**config.mk**
```make
export PLATFORM = sky130hd
export DESIGN_NAME = ahb_mtx_in_stg
export DESIGN_NICKNAME = d
export VERILOG_FILES = /design/src/rtl/ahb_mtx_in_stg_pkg.sv /design/src/rtl/ahb_mtx_in_stg.sv
export SDC_FILE = /design/constraint.sdc
export NUM_CORES = 1
export LEC_CHECK = 0
export ABC_AREA = 1
export CORE_MARGIN = 3
export CORE_UTILIZATION = 44
export DETAILED_ROUTE_END_ITERATION = 10
export PLACE_DENSITY = 0.81
export REMOVE_ABC_BUFFERS = 1
export SYNTH_ARGS = -nofsm -noshare
export SYNTH_HDL_FRONTEND = slang
export SYNTH_SLANG_ARGS = --single-unit
```
**constraint.sdc**
```tcl
create_clock -name HCLK -period 1.7 [get_ports HCLK]
set_clock_uncertainty 0.2 [all_clocks]
set_input_delay 0.17 -clock HCLK [delete_from_list [all_inputs] [get_ports HCLK]]
set_output_delay 0.17 -clock HCLK [all_outputs]
set_load 0.05 [all_outputs]
```
**src/rtl/ahb_mtx_in_stg_pkg.sv**
```systemverilog
// rtl/ahb_mtx_in_stg_pkg.sv - shared AHB encodings and field widths for the matrix input stage
package ahb_mtx_in_stg_pkg;

  localparam logic [1:0] HTRANS_IDLE   = 2'b00;
  localparam logic [1:0] HTRANS_BUSY   = 2'b01;
  localparam logic [1:0] HTRANS_NONSEQ = 2'b10;
  localparam logic [1:0] HTRANS_SEQ    = 2'b11;

  localparam logic HRESP_OKAY  = 1'b0;
  localparam logic HRESP_ERROR = 1'b1;

  localparam int SIZE_W  = 3;
  localparam int BURST_W = 3;
  localparam int PROT_W  = 4;

  typedef enum logic {
    ST_IDLE = 1'b0,
    ST_HOLD = 1'b1
  } hold_st_t;

endpackage

```
**src/rtl/ahb_mtx_in_stg.sv**
```systemverilog
// rtl/ahb_mtx_in_stg.sv - bus-matrix input stage: holds a refused address phase and relays data-phase status
module ahb_mtx_in_stg
  import ahb_mtx_in_stg_pkg::*;
#(
  parameter int ADDR_W = 32
) (
  input  logic                HCLK,
  input  logic                HRESETn,
  input  logic                HSELS,
  input  logic [ADDR_W-1:0]   HADDRS,
  input  logic [1:0]          HTRANSS,
  input  logic                HWRITES,
  input  logic [SIZE_W-1:0]   HSIZES,
  input  logic [BURST_W-1:0]  HBURSTS,
  input  logic [PROT_W-1:0]   HPROTS,
  input  logic                HMASTLOCKS,
  input  logic                HREADYS,
  output logic                HREADYOUTS,
  output logic                HRESPS,
  output logic                trans_pend,
  input  logic                active,
  input  logic                HREADYM,
  input  logic                HRESPM,
  output logic [ADDR_W-1:0]   HADDRM,
  output logic [1:0]          HTRANSM,
  output logic                HWRITEM,
  output logic [SIZE_W-1:0]   HSIZEM,
  output logic [BURST_W-1:0]  HBURSTM,
  output logic [PROT_W-1:0]   HPROTM,
  output logic                HMASTLOCKM
);

  hold_st_t state_q, state_d;
  logic     pend_reg;
  logic     dphase_reg;
  logic     new_tran;
  logic     accept;
  logic     err_first;

  logic [ADDR_W-1:0]  addr_q;
  logic [1:0]         trans_q;
  logic               write_q;
  logic [SIZE_W-1:0]  size_q;
  logic [BURST_W-1:0] burst_q;
  logic [PROT_W-1:0]  prot_q;
  logic               lock_q;

  assign pend_reg   = (state_q == ST_HOLD);
  assign new_tran   = HSELS & HTRANSS[1] & HREADYS;
  assign trans_pend = pend_reg | new_tran;
  assign accept     = trans_pend & active & HREADYM;
  assign err_first  = dphase_reg & (HRESPM == HRESP_ERROR) & ~HREADYM;

  always_ff @(posedge HCLK or negedge HRESETn) begin
    if (!HRESETn) state_q <= ST_IDLE;
    else          state_q <= state_d;
  end

  // An ERROR on the previous transfer cancels the held one: the master may go IDLE next.
  always_comb begin
    state_d = state_q;
    case (state_q)
      ST_IDLE: if (new_tran && !accept)      state_d = ST_HOLD;
      ST_HOLD: if (accept || err_first)      state_d = ST_IDLE;
      default:                               state_d = ST_IDLE;
    endcase
  end

  always_ff @(posedge HCLK or negedge HRESETn) begin
    if (!HRESETn) begin
      dphase_reg <= 1'b0;
    end else if (HREADYM || !dphase_reg) begin
      dphase_reg <= accept & HTRANSM[1];
    end
  end

  // Held address/control bank; frozen while a refused transfer is waiting for grant.
  always_ff @(posedge HCLK or negedge HRESETn) begin
    if (!HRESETn) begin
      addr_q  <= '0;
      trans_q <= HTRANS_IDLE;
      write_q <= 1'b0;
      size_q  <= '0;
      burst_q <= '0;
      prot_q  <= '0;
      lock_q  <= 1'b0;
    end else if (HREADYS && HSELS && !pend_reg) begin
      addr_q  <= HADDRS;
      trans_q <= HTRANSS;
      write_q <= HWRITES;
      size_q  <= HSIZES;
      burst_q <= HBURSTS;
      prot_q  <= HPROTS;
      lock_q  <= HMASTLOCKS;
    end
  end

  always_comb begin
    if (pend_reg) begin
      HADDRM     = addr_q;
      HTRANSM    = trans_q;
      HWRITEM    = write_q;
      HSIZEM     = size_q;
      HBURSTM    = burst_q;
      HPROTM     = prot_q;
      HMASTLOCKM = lock_q;
    end else begin
      HADDRM     = HADDRS;
      HTRANSM    = HSELS ? HTRANSS : HTRANS_IDLE;
      HWRITEM    = HWRITES;
      HSIZEM     = HSIZES;
      HBURSTM    = HBURSTS;
      HPROTM     = HPROTS;
      HMASTLOCKM = HMASTLOCKS;
    end
  end

  always_comb begin
    if (dphase_reg)    HREADYOUTS = HREADYM;
    else if (pend_reg) HREADYOUTS = 1'b0;
    else               HREADYOUTS = 1'b1;
  end

  assign HRESPS = dphase_reg ? HRESPM : HRESP_OKAY;

endmodule
```
==> impl_metrics.json <==
{
  "required_ps": 1330,
  "yosys_register_bits": 48,
  "crit_start": "pend_reg$_DFF_PN0_",
  "cts-htree-levels": 2,
  "crit_type": "reg2out",
  "p_total_mw": 4.54,
  "clock_tree.root_cell": "clkbuf_8",
  "cp-start-kind": "flop",
  "totalWireLength_mm": 6.91,
  "synth_edf_count": 0,
  "die_area_sq_um": 6930,
  "hpwl_mm": 4.53,
  "antenna_cells": 0,
  "firstDrtPassIters": 4,
  "ys_types": 16,
  "cp-end-kind": "primary output",
  "yosys_warnings": 0,
  "placement.cell_area_sq_um": 4180,
  "synth_ff_type": "dfrtp_1",
  "finalHoldViolCount": 0,
  "crit_arrival_ps": 1430,
  "syn_area_sq_um": 2630,
  "grt_pass1_wl_mm": 12.0,
  "drtIter0Drc": 143,
  "fin_crit_ps": 1800,
  "area.growth.synth_to_final_pct": 72.9,
  "yosys-top-cells-area": "dfrtp_1 46%, o21ai_2 14%, nand2_1 12%, o21ai_0 8.4%, inv_1 7.1%",
  "grt_pass1_vias": 2596,
  "synth_top_cell_by_area": "dfrtp_1",
  "top_layer": "met4",
  "stdcell_area_sq_um": 4540,
  "vias_per_cell": 5.02,
  "synth_area_per_cell_sq_um": 8.28,
  "place.port_buffers": 101,
  "timing.rr.start": "pend_reg$_DFF_PN0_",
  "fin_ws_ps": -99.4,
  "fin_util_pct": 80.5,
  "tightestPinTransition_ps": 263,
  "wl_met1_mm": 2.57,
  "dp_cells": 477,
  "overflow": 0,
  "p_leak_nw": 2.11,
  "finalCritPeriodShare_pct": 106,
  "reg2regPathDepth": 6,
  "core_sq_um": 5640,
  "min_path_type": "in2async",
  "clkLatencyLatePin_ps": 290,
  "async_reset_ff_share_pct": 100,
  "failed_checks": "negative setup slack",
  "fp-row-count": 27,
  "grt_max_degree": 49,
  "regMostFlops": "addr_q",
  "synth_top_area_share_pct": 45.7,
  "dp_slack_ps": 95.1,
  "cts_max_path_buffers": 2,
  "routedWlPerCell_um": 14.2,
  "die_w_um": 83.3,
  "antenna_found_initial": 0,
  "initial_core_util_pct": 46.6,
  "antenna_left": 0,
  "die_y_um": 83.3,
  "status": "finished, violations left",
  "p_per_area_nw_per_um2": 1000,
  "finalMaxSlewViolations": 0,
  "cts_tree": "yes",
  "drive_above_1_share_pct": 42.0,
  "wl_met3_um": 510,
  "largest_register_ff_count": 32,
  "layoutNonFillerInstCount": 486,
  "route.met2.wl_mm": 3.70,
  "drc_errors": 0,
  "top_regs": "addr_q x32, prot_q x4",
  "slew_headroom_pct": 82.4,
  "synthCells": 317,
  "timing.rr.end": "prot_q[1]$_DFFE_PN0P_",
  "num_vias": 2438,
  "synth-seq-area-share_pct": 45.7,
  "rsz0062_at_grt": "true",
  "cts_inserted_buffers": 5,
  "crit_path_max_fanout": 27,
  "synthTopCellsByCount": "85 x nand2_1, 50 x inv_1, 48 x dfrtp_1",
  "io_pins": 102,
  "setup_tns_ps": -2560,
  "grt_usage_pct": 20.9,
  "endpoint": "HTRANSM[1]",
  "ff2ff_setup_slack_ps": 110,
  "cap_violations": 0,
  "final_nets": 467,
  "synth.most_common_cell": "nand2_1",
  "setup_violations": 46,
  "path_clk_slew_ps": 80,
  "max_freq_mhz": 556,
  "hold_ws_ps": 207,
  "cts_sinks": 48,
  "gp_congestion": 0.734,
  "irDropWorstVdd_v": 0.000634
}
report_power, final:
| part | internal (mW) | switching [mW] |
|---|---|---|
| clock network | 0.280 | 0.361 |
| logic | 1.10 | 1.30 |
| registers | 1.36 | 0.142 |
| total | 2.74 | 1.80 |
worst max-delay path, stage by stage, from the launching register on:
cell	delay (ps)
dfrtp_2	490
buf_12	200
inv_4	90
nand3_1	90
nand2_2	120
buf_12	140
area by class of cell:
type / count / area [sq um]
inverter: 51 / 194
multi-input combinational: 198 / 1320
fill: 346 / 1100
clock buffer: 6 / 72.6
clock inverter: 1 / 5.00
tap: 72 / 90.1
sequential: 48 / 1200
timing repair buffer: 110 / 1660
layout by cell type, fill, tap and decap left out, types with 2 or more instances in the layout:
cell type        netlist  routed
nand2_2               14      19
clkdlybuf4s50_1        0      51
o21ai_4                0       8
inv_1                 50      50
buf_12                 0      55
nor2_1                 2       2
o21ai_2               43      79
nand2_1               85      80
nand3_1                5       5
clkbuf_8               0       5
dfrtp_1               48      47
o21ai_1                3       3
worst min-delay path by stage:
stage	to	slack (ps)	startpoint
2_1_floorplan	addr_q[0]$_DFFE_PN0P_	-330	HRESETn
3_3_place_gp	addr_q[0]$_DFFE_PN0P_	-20	HRESETn
3_5_place_dp	addr_q[27]$_DFFE_PN0P_	-10	HRESETn
4_1_cts	addr_q[16]$_DFFE_PN0P_	210	HRESETn
5_1_grt	addr_q[27]$_DFFE_PN0P_	240	HRESETn
6_report	addr_q[16]$_DFFE_PN0P_	210	HRESETn
cell families after synthesis:
logic type,share of synthesized area (%)
and+or+nand+nor,17.1
AOI/OAI and AO/OA,23.5
buffers and inverters,13.7
DFF,45.7
per-layer routing:
layer / vias up / track usage, %
met5: - / 0
met4: 0 / 6.09
met3: 12 / 6.25
met2: 79 / 38.1
met1: 1161 / 23.4
li1: 1186 / -
timing repair:
item                                   CTS  global route
hold buffers                             1             0
endpoints found under the hold margin   48             0
gates cloned                             1             0
pin swaps                                0             1
setup endpoints to repair               46            48
setup buffers                            0             0
gates resized for setup                 98             5
Note: power is estimated with default switching activity, not from simulation.
